`config.mk`:
```
export PLATFORM = sky130hd
export DESIGN_NAME = inst_fetch_buffer_flat
export DESIGN_NICKNAME = d
export VERILOG_FILES = /design/src/rtl/inst_fetch_buffer_if.sv /design/src/rtl/inst_fetch_buffer.sv /design/src/flat_wrapper.sv
export SDC_FILE = /design/constraint.sdc
export NUM_CORES = 1
export LEC_CHECK = 0
export CAP_MARGIN = 20
export CORE_MARGIN = 2
export CORE_UTILIZATION = 40
export DETAILED_ROUTE_END_ITERATION = 10
export GPL_TIMING_DRIVEN = 0
export PLACE_DENSITY = 0.71
export SLEW_MARGIN = 20
export SYNTH_ARGS = -nofsm -noshare
export SYNTH_HDL_FRONTEND = slang
export SYNTH_SLANG_ARGS = --single-unit
```
`constraint.sdc`:
```
create_clock -name clk -period 3.7 [get_ports clk]
set_clock_uncertainty 0.1 [all_clocks]
set_input_delay 0.925 -clock clk [delete_from_list [all_inputs] [get_ports clk]]
set_output_delay 0.925 -clock clk [all_outputs]
set_load 0.01 [all_outputs]
```
`src/rtl/inst_fetch_buffer_if.sv`:
```
// Fetch-side bundle: PC/hold, memory request/response and decode handshake.
// Latency: none; this is wiring only.
// Backpressure: carries hold_o to the PC, mem_req_ready_i from memory and id_ready_i from decode.
// Ports: slave = fetch buffer view; master = PC/memory/decode environment view.
interface inst_fetch_buffer_if;
    logic [31:0] pc_i;
    logic        flush_i;
    logic        hold_o;
    logic        mem_req_valid_o;
    logic        mem_req_ready_i;
    logic [31:0] mem_req_addr_o;
    logic        mem_rsp_valid_i;
    logic [31:0] mem_rsp_data_i;
    logic        id_valid_o;
    logic        id_ready_i;
    logic [31:0] id_inst_o;
    logic [31:0] id_pc_o;

    modport slave (
        input  pc_i, flush_i, mem_req_ready_i, mem_rsp_valid_i, mem_rsp_data_i, id_ready_i,
        output hold_o, mem_req_valid_o, mem_req_addr_o, id_valid_o, id_inst_o, id_pc_o
    );

    modport master (
        output pc_i, flush_i, mem_req_ready_i, mem_rsp_valid_i, mem_rsp_data_i, id_ready_i,
        input  hold_o, mem_req_valid_o, mem_req_addr_o, id_valid_o, id_inst_o, id_pc_o
    );
endinterface

```
`src/rtl/inst_fetch_buffer.sv`:
```
// In-order instruction fetch buffer pairing each memory response with its PC.
// Latency: response captured at an edge is presented to decode the following cycle (request->decode >= 2 cycles).
// Backpressure: credit-limited requests (buffered + in-flight + to-drop <= DEPTH); hold_o stalls the PC; decode via valid/ready.
// Ports: clk, rst (sync, active-high), bus (inst_fetch_buffer_if.slave: PC/flush/hold, mem req/rsp, decode).
module inst_fetch_buffer #(
    parameter int DEPTH = 4
) (
    input  logic                 clk,
    input  logic                 rst,
    inst_fetch_buffer_if.slave   bus
);
    localparam int PW = $clog2(DEPTH);
    localparam int CW = $clog2(DEPTH + 1);

    logic [PW-1:0]    alloc_ptr_q, alloc_ptr_d;
    logic [PW-1:0]    fill_ptr_q, fill_ptr_d;
    logic [PW-1:0]    head_ptr_q, head_ptr_d;
    logic [CW-1:0]    count_q, count_d;
    logic [CW-1:0]    drop_cnt_q, drop_cnt_d;
    logic [DEPTH-1:0] filled_q, filled_d;
    logic [31:0]      pc_mem_q   [DEPTH];
    logic [31:0]      inst_mem_q [DEPTH];

    logic [CW-1:0] filled_num;
    logic [CW-1:0] unfilled_num;
    logic [CW:0]   drop_sum;
    logic          credit;
    logic          req_fire;
    logic          rsp_drop;
    logic          rsp_fill;
    logic          id_valid;
    logic          pop;

    // Every filled entry is allocated (pop clears filled), so unfilled = count - filled.
    always_comb begin
        filled_num = '0;
        for (int i = 0; i < DEPTH; i++) begin
            filled_num = filled_num + CW'(filled_q[i]);
        end
    end
    assign unfilled_num = count_q - filled_num;

    // Stale responses still owed by memory occupy credit until they are dropped.
    assign credit   = ({1'b0, count_q} + {1'b0, drop_cnt_q}) < (CW+1)'(DEPTH);
    assign req_fire = bus.mem_req_valid_o & bus.mem_req_ready_i;
    assign rsp_drop = bus.mem_rsp_valid_i & (drop_cnt_q != '0);
    assign rsp_fill = bus.mem_rsp_valid_i & (drop_cnt_q == '0) & (unfilled_num != '0);
    assign id_valid = ~rst & (count_q != '0) & filled_q[head_ptr_q];
    assign pop      = id_valid & bus.id_ready_i;

    assign bus.mem_req_valid_o = credit & ~bus.flush_i & ~rst;
    assign bus.mem_req_addr_o  = bus.pc_i;
    assign bus.hold_o          = ~req_fire;
    assign bus.id_valid_o      = id_valid;
    // Zeroed when idle so stale slot contents never leak after reset.
    assign bus.id_pc_o         = id_valid ? pc_mem_q[head_ptr_q]   : '0;
    assign bus.id_inst_o       = id_valid ? inst_mem_q[head_ptr_q] : '0;

    always_comb begin
        alloc_ptr_d = alloc_ptr_q;
        fill_ptr_d  = fill_ptr_q;
        head_ptr_d  = head_ptr_q;
        count_d     = count_q;
        drop_cnt_d  = drop_cnt_q;
        filled_d    = filled_q;
        drop_sum    = {1'b0, drop_cnt_q} + {1'b0, unfilled_num};
        if (bus.flush_i) begin
            // A response landing in the flush cycle answers one of the owed requests.
            if (bus.mem_rsp_valid_i && (drop_sum != '0)) begin
                drop_sum = drop_sum - (CW+1)'(1);
            end
            drop_cnt_d  = drop_sum[CW-1:0];
            alloc_ptr_d = '0;
            fill_ptr_d  = '0;
            head_ptr_d  = '0;
            count_d     = '0;
            filled_d    = '0;
        end else begin
            if (req_fire) begin
                filled_d[alloc_ptr_q] = 1'b0;
                alloc_ptr_d = alloc_ptr_q + PW'(1);
            end
            if (rsp_drop) begin
                drop_cnt_d = drop_cnt_q - CW'(1);
            end
            if (rsp_fill) begin
                filled_d[fill_ptr_q] = 1'b1;
                fill_ptr_d = fill_ptr_q + PW'(1);
            end
            if (pop) begin
                filled_d[head_ptr_q] = 1'b0;
                head_ptr_d = head_ptr_q + PW'(1);
            end
            count_d = count_q + CW'(req_fire) - CW'(pop);
        end
    end

    always_ff @(posedge clk) begin
        if (rst) begin
            alloc_ptr_q <= '0;
            fill_ptr_q  <= '0;
            head_ptr_q  <= '0;
            count_q     <= '0;
            drop_cnt_q  <= '0;
            filled_q    <= '0;
        end else begin
            alloc_ptr_q <= alloc_ptr_d;
            fill_ptr_q  <= fill_ptr_d;
            head_ptr_q  <= head_ptr_d;
            count_q     <= count_d;
            drop_cnt_q  <= drop_cnt_d;
            filled_q    <= filled_d;
        end
    end

    // Payload storage needs no reset: filled/count gate every read.
    always_ff @(posedge clk) begin
        if (req_fire) begin
            pc_mem_q[alloc_ptr_q] <= bus.pc_i;
        end
        if (rsp_fill && !bus.flush_i && !rst) begin
            inst_mem_q[fill_ptr_q] <= bus.mem_rsp_data_i;
        end
    end
endmodule

```
`src/flat_wrapper.sv`:
```
// flat-port wrapper written by rule: the top's interface ports become plain ports
module inst_fetch_buffer_flat 
#(
    parameter int DEPTH = 4
)
  (clk, rst, bus_pc_i, bus_flush_i, bus_mem_req_ready_i, bus_mem_rsp_valid_i, bus_mem_rsp_data_i, bus_id_ready_i, bus_hold_o, bus_mem_req_valid_o, bus_mem_req_addr_o, bus_id_valid_o, bus_id_inst_o, bus_id_pc_o);
  inst_fetch_buffer_if bus_i ();
  input  logic clk;
  input  logic rst;
  input wire logic [$bits(bus_i.pc_i)-1:0] bus_pc_i;
  input wire logic [$bits(bus_i.flush_i)-1:0] bus_flush_i;
  input wire logic [$bits(bus_i.mem_req_ready_i)-1:0] bus_mem_req_ready_i;
  input wire logic [$bits(bus_i.mem_rsp_valid_i)-1:0] bus_mem_rsp_valid_i;
  input wire logic [$bits(bus_i.mem_rsp_data_i)-1:0] bus_mem_rsp_data_i;
  input wire logic [$bits(bus_i.id_ready_i)-1:0] bus_id_ready_i;
  output wire logic [$bits(bus_i.hold_o)-1:0] bus_hold_o;
  output wire logic [$bits(bus_i.mem_req_valid_o)-1:0] bus_mem_req_valid_o;
  output wire logic [$bits(bus_i.mem_req_addr_o)-1:0] bus_mem_req_addr_o;
  output wire logic [$bits(bus_i.id_valid_o)-1:0] bus_id_valid_o;
  output wire logic [$bits(bus_i.id_inst_o)-1:0] bus_id_inst_o;
  output wire logic [$bits(bus_i.id_pc_o)-1:0] bus_id_pc_o;
  assign bus_i.pc_i = bus_pc_i;
  assign bus_i.flush_i = bus_flush_i;
  assign bus_i.mem_req_ready_i = bus_mem_req_ready_i;
  assign bus_i.mem_rsp_valid_i = bus_mem_rsp_valid_i;
  assign bus_i.mem_rsp_data_i = bus_mem_rsp_data_i;
  assign bus_i.id_ready_i = bus_id_ready_i;
  assign bus_hold_o = bus_i.hold_o;
  assign bus_mem_req_valid_o = bus_i.mem_req_valid_o;
  assign bus_mem_req_addr_o = bus_i.mem_req_addr_o;
  assign bus_id_valid_o = bus_i.id_valid_o;
  assign bus_id_inst_o = bus_i.id_inst_o;
  assign bus_id_pc_o = bus_i.id_pc_o;
  inst_fetch_buffer #(.DEPTH(DEPTH)) u_core (.clk(clk), .rst(rst), .bus(bus_i));
endmodule
```
# Word level (Yosys, flattened, before mapping)
# Memories as Yosys holds them, arrays and structs flattened. A register that Yosys moved wholly into a read port is not among the register bits.
# Index checks and enable logic that the tools add are counted.
[totals] regBits=16 latchBits=0 ramBits=256 mem_bits_ro=0 in_bits=70 out_inout_bits=99 wordCells=86 mem_count=2
[op_classes] addsub=13 multipliers=0 div_mod_pow=0 n_lt_le_gt_ge=7 n_eq_ne=0 shifts=0 muxes=26 bitwise=17 n_reduce_logical=15
[memory_table] name="u_core.inst_mem_q" depth=4 width=32 read_ports=1 rd_clocked_by_memory_dff=1 wr=1 line_no="inst_fetch_buffer.sv:22" rtl="logic [31:0] inst_mem_q [DEPTH];"
[memory_table] name="u_core.pc_mem_q" depth=4 width=32 read_ports=1 rd_clocked_by_memory_dff=1 wr=1 line_no="inst_fetch_buffer.sv:21" rtl="logic [31:0] pc_mem_q [DEPTH];"
[op_table] cell="$mux W32" n=2
[op_table] cell="$mux W4" n=5
[op_table] cell="$add A3 B1 Y3" n=3
[op_table] cell="$and A1 B1 Y1" n=9
[op_table] cell="$lt A2 B3 Y1 const B" n=3
[op_table] cell="$mux W3" n=3
[op_table] cell="$reduce_bool A3 Y1" n=3
[op_table] cell="$add A3 B3 Y4" n=2
[op_table] cell="$and A4 B4 Y4" n=2
[op_table] cell="$mux W1" n=8
[op_table] cell="$mux W2" n=4
[op_table] cell="$not A4 Y4" n=2
[op_table] cell="$add A2 B1 Y2 const B" n=3
[op_table] cell="$demux W1 S2" n=3
[op_table] cell="$ge A2 B1 Y1 const B" n=3
[op_table] cell="$logic_and A1 B1 Y1" n=6
[op_table] cell="$sub A3 B1 Y3 const B" n=2
[op_table] cell="$lt A4 B3 Y1 const B" n=1
[op_table] cell="$or A4 B4 Y4" n=1
[op_table] cell="$reduce_bool A4 Y1" n=1
[op_table] cell="$logic_not A3 Y1" n=1
[op_table] cell="$not A1 Y1" n=3
[op_table] cell="$sub A3 B1 Y3" n=1
[op_table] cell="$sub A3 B3 Y3" n=1
[op_table] cell="5 further kinds" n=6

# Logic depth before layout (Yosys ltp)
[logic_depth] depth_word=13 depth_mapped=14 ltp_nobuf=14

# Least setup slack after synthesis
# Ideal clock, no wire load.
[synth_path] kind="reg2reg" start="register u_core.filled_q[2]" end="register u_core.drop_cnt_q[0]" setup_ns=0.091 t_arrival_ns=3.666 required_time_ns=3.509 setup_slack_ns=-0.157 stages_incl_launch_ff=15 path_buffers=0 cell_sequence="dfxtp_1 > ha_1 > inv_1 > fa_1 > inv_1 > fa_1 > fa_1 > inv_1 > fa_1 > inv_1 > ha_1 > nand2b_1 > nor4b_1 > o21ai_0 > a311oi_1"
[synth_between] elab_chain_cells=8
[synth_lines] item="from (decl)" line_no="inst_fetch_buffer.sv:20" rtl="logic [DEPTH-1:0] filled_q, filled_d;"
[synth_lines] item="from (signal assigned)" line_no="inst_fetch_buffer.sv:112" rtl="filled_q <= filled_d;"
[synth_lines] item="$add A3 B1 Y3 (*) (2 in series)" line_no="inst_fetch_buffer.sv:38" rtl="filled_num = filled_num + CW'(filled_q[i]);"
[synth_lines] item="$sub A3 B3 Y3 (*)" line_no="inst_fetch_buffer.sv:41" rtl="assign unfilled_num = count_q - filled_num;"
[synth_lines] item="$add A3 B3 Y4 (*)" line_no="inst_fetch_buffer.sv:66" rtl="drop_sum = {1'b0, drop_cnt_q} + {1'b0, unfilled_num};"
[synth_lines] item="branches (longest 2 deep; another with $sub A3 B1 Y3)"
[synth_lines] item="$mux W3 (*)" line_no="inst_fetch_buffer.sv:69" rtl="if (bus.mem_rsp_valid_i && (drop_sum != '0)) begin"
[synth_lines] item="$mux W3 (*)" line_no="inst_fetch_buffer.sv:67" rtl="if (bus.flush_i) begin"
[synth_lines] item="to (signal assigned)" line_no="inst_fetch_buffer.sv:111" rtl="drop_cnt_q <= drop_cnt_d;"
[synth_lines] item="to (decl)" line_no="inst_fetch_buffer.sv:19" rtl="logic [CW-1:0] drop_cnt_q, drop_cnt_d;"
# Every way passes the cells marked *.
# A chain may end at the register's enable or synchronous reset.

# Worst setup path after layout
[layout_path] start="register u_core.filled_q[3]" end="register u_core.drop_cnt_q[0]"
[layout_between] elab_chain_cells=7
[layout_lines] item="$add A3 B1 Y3 (*)" line_no="inst_fetch_buffer.sv:38"
[layout_lines] item="$sub A3 B3 Y3 (*)" line_no="inst_fetch_buffer.sv:41"
[layout_lines] item="$add A3 B3 Y4 (*)" line_no="inst_fetch_buffer.sv:66"
[layout_lines] item="branches (longest 2 deep; another with $sub A3 B1 Y3)"
[layout_lines] item="$mux W3 (*)" line_no="inst_fetch_buffer.sv:69"
[layout_lines] item="$mux W3 (*)" line_no="inst_fetch_buffer.sv:67"
# Marked as above.

==> impl_metrics.yaml <==
run_status:
  status: "finished, violations left"
  violations: "negative setup slack"
finish:
  layoutNonFillerInstCount: 1215
  final_layout_size_suffix_gt1_share_pct: 25.8
  nNetsFinal: 915
  utilization_pct: 53.0
  synthToLayoutAreaGrowth_pct: 29.8
  num_antenna_cells: 0
worst_setup_path:
  critPathCaptureType: "register"
  critPathRequiredTime_ps: 4040
  critical_path.cell_chain: "ha_4, inv_2, fa_1, inv_1, fa_2, fa_1, inv_2, fa_1, inv_2, ha_4, nand2b_4, nor4b_4, or3_1, a311oi_1"
  crit_path_top_delay_cell: "fa_1"
  critPathMaxFanout: 4
  setup_slack_of_the_worst_register_to_register_path_ps: -120
  signal_arrival_time_at_the_worst_endpoint_ps: 4160
  timing.setup.critical_path_class: "register to register"
  worstSetupStartpointType: "register"
  cp_slowest_stage_delay_ps: 550
synthesis:
  synth_fp_nets: 708
  ys_ff_latch: 274
  synth.largest_area_cell: "edfxtp_1"
  yosys.cell_count.top_type: "edfxtp_1"
  synth_warnings: 0
  cell_area_synth_um2: 11400
  synth_edf_count: 256
  synthTopCellsByArea: "edfxtp_1, mux4_2, and3_1, dfxtp_1, ha_1"
  synth_top_cells_by_count: "edfxtp_1, and3_1, mux4_2, buf_4, inv_1"
  yosys.area.top_type_share_pct: 67.6
  synth-async-reset-ratio_pct: 0
  synth.yosys.seq_area_share_pct: 70.8
  synth_flop_cell: "edfxtp_1"
  syn-instance-count: 608
  yosys.cell_types.count: 41
  synth_area_per_cell_um2: 18.7
sta:
  final.period_utilization_pct: 103
  setup_viol_count_final: 2
  worst_slack_ps: -117
  maxSlewHeadroom_pct: 62.8
  final.hold.worst_slack_ps: 430
  rsz0062_at_grt: "true"
  tightestPinTransition_ps: 558
  timing_hold_violations_final: 0
  timing.final.max_slew_violations: 0
  fmax_mhz: 262
  final_min_period_ps: 3820
power:
  ir_drop_v: 0.000297
  powerDensity_nw_per_um2: 436
  cellLeakagePower_nw: 5.17
die:
  dieArea_um2: 29800
  fp.coreArea_um2: 27900
  floorplan.die.height_um: 173
  pin_count: 169
  die_extent_in_x_um: 173
  start_util_pct: 40.8
  num_rows: 61
detailed_routing:
  dr_total_vias: 6115
  drt-initial-drc-count: 336
  met3_wirelength_um: 1420
  routed_wire_length_per_instance_um: 18.9
  router_iterations_before_antenna_repair: 4
  drc: 0
  drt.antenna.violating_nets: 0
  dr_wl_met2_um: 11300
  wirelength_met1_um: 9870
  detail_route.wirelength_um: 23000
  routed_via_density: 5.03
  dr.max_layer_used: "met4"
global_route:
  globalRouteOverflowTotal: 0
  grt_pass1_wl_um: 35700
  globalRouteTotalUtil_pct: 15.3
  antenna_found_initial: 0
  number_of_global_route_vias_before_repair: 6396
  grt_max_degree: 33
clock_tree:
  maximum_root_to_sink_buffer_count: 3
  postCtsHoldBufs: 0
  cts_htree_levels: 1
  clk_transition_reported_paths_ps: 60
  tritoncts_sink_count: 274
  clock-root-buffer: "clkbuf_16"
  tritoncts: "built"
  clk-insertion-delay-late_ps: 530
  cts_made_buffers: 29
place:
  dp.final_hpwl_um: 15200
  finalWeightedCongestion: 0.733
  io_buffers: 167
  placedCellCount: 1157
  dp_slack_ps: -969
run:
  max-cap-violations: 0
min_path:
  hold_class: "register to register"
-- registers in the layout, summed over array words and instances, names as in the netlist, named ones only --
signal              flops
u_core.fill_ptr_q       2
u_core.alloc_ptr_q      2
u_core.head_ptr_q       2
u_core.filled_q         4
u_core.inst_mem_q     128
u_core.pc_mem_q       128
u_core.count_q          3
u_core.drop_cnt_q       3
-- layer usage --
| layer | GRT usage (%) | vias up |
|---|---|---|
| met1 | 20.1 | 3093 |
| met5 | 0 | - |
| met4 | 3.74 | 0 |
| li1 | - | 2801 |
| met2 | 26.1 | 183 |
| met3 | 3.19 | 38 |
-- where the power goes --
part           internal (mW)  switching, mW
sequential              3.41         0.0129
combinational          0.184          0.147
clock                   1.56           1.13
total                   5.15           1.29
-- cells in the final DEF (no fill, tap or decap), types with 7 or more instances in the layout --
master           instances
buf_4                   39
inv_1                   22
clkbuf_2                11
clkinv_1                11
dfxtp_1                 11
and3_1                  64
nand2_1                  9
buf_6                    8
edfxtp_1               256
clkdlybuf4s50_1        160
clkbuf_16               29
nor2_1                   9
dfxtp_2                  7
mux4_2                  65
clkinv_2                 7
ha_1                    23
-- path summary, 6_finish.rpt --
check                           to             startpoint  cells after the start
max           u_core.drop_cnt_q[0]     u_core.filled_q[3]                     14
min          u_core.alloc_ptr_q[0]  u_core.alloc_ptr_q[0]                      1
max reg2reg   u_core.drop_cnt_q[0]     u_core.filled_q[3]                     14
min reg2reg  u_core.alloc_ptr_q[0]  u_core.alloc_ptr_q[0]                      1
-- metrics by stage --
stage               total power [mW]  area, um2  setup TNS (ps)
floorplan                       3.61      11400           -36.2
global placement                3.78      13500         -167940
detailed placement              3.79      13600          -75910
CTS                             6.50      14700            -258
global route                    6.67      14800            -485
finish                          6.44      14800            -228
-- repair_timing --
action	4_1_cts	5_1_grt
gates resized for setup	63	19
pin swaps	8	1
cloned	0	0
buffers inserted	6	0
setup endpoints to repair	197	55
-- worst max-delay path, delay by kind of cell, from the launching register on --
kind / cells / cell delay (ps)
AO/OA/AOI/OAI: 1 / 250
flip-flops: 1 / 340
AND/OR/NAND/NOR: 3 / 510
buffers and inverters: 4 / 200
adder cells (fa/ha/maj): 6 / 2310
-- cell families after synthesis --
group	Yosys count	synth area share, %
buffers and inverters	93	4.41
flip-flops	274	70.8
AO/OA/AOI/OAI	28	1.95
adder cells (fa/ha/maj)	30	3.63
AND/OR/NAND/NOR	109	5.54
XOR/XNOR	7	0.660
multiplexers	67	13.1
-- final cells by class --
cell class	count	area, um2
Fill cell	2225	13100
Sequential cell	274	8060
Multi-Input combinational cell	241	2950
Timing Repair Buffer	177	1800
Clock buffer	30	729
Buffer	64	493
Tap cell	378	473
Clock inverter	23	161
Inverter	28	105
Note: power is estimated with default switching activity, not from simulation.
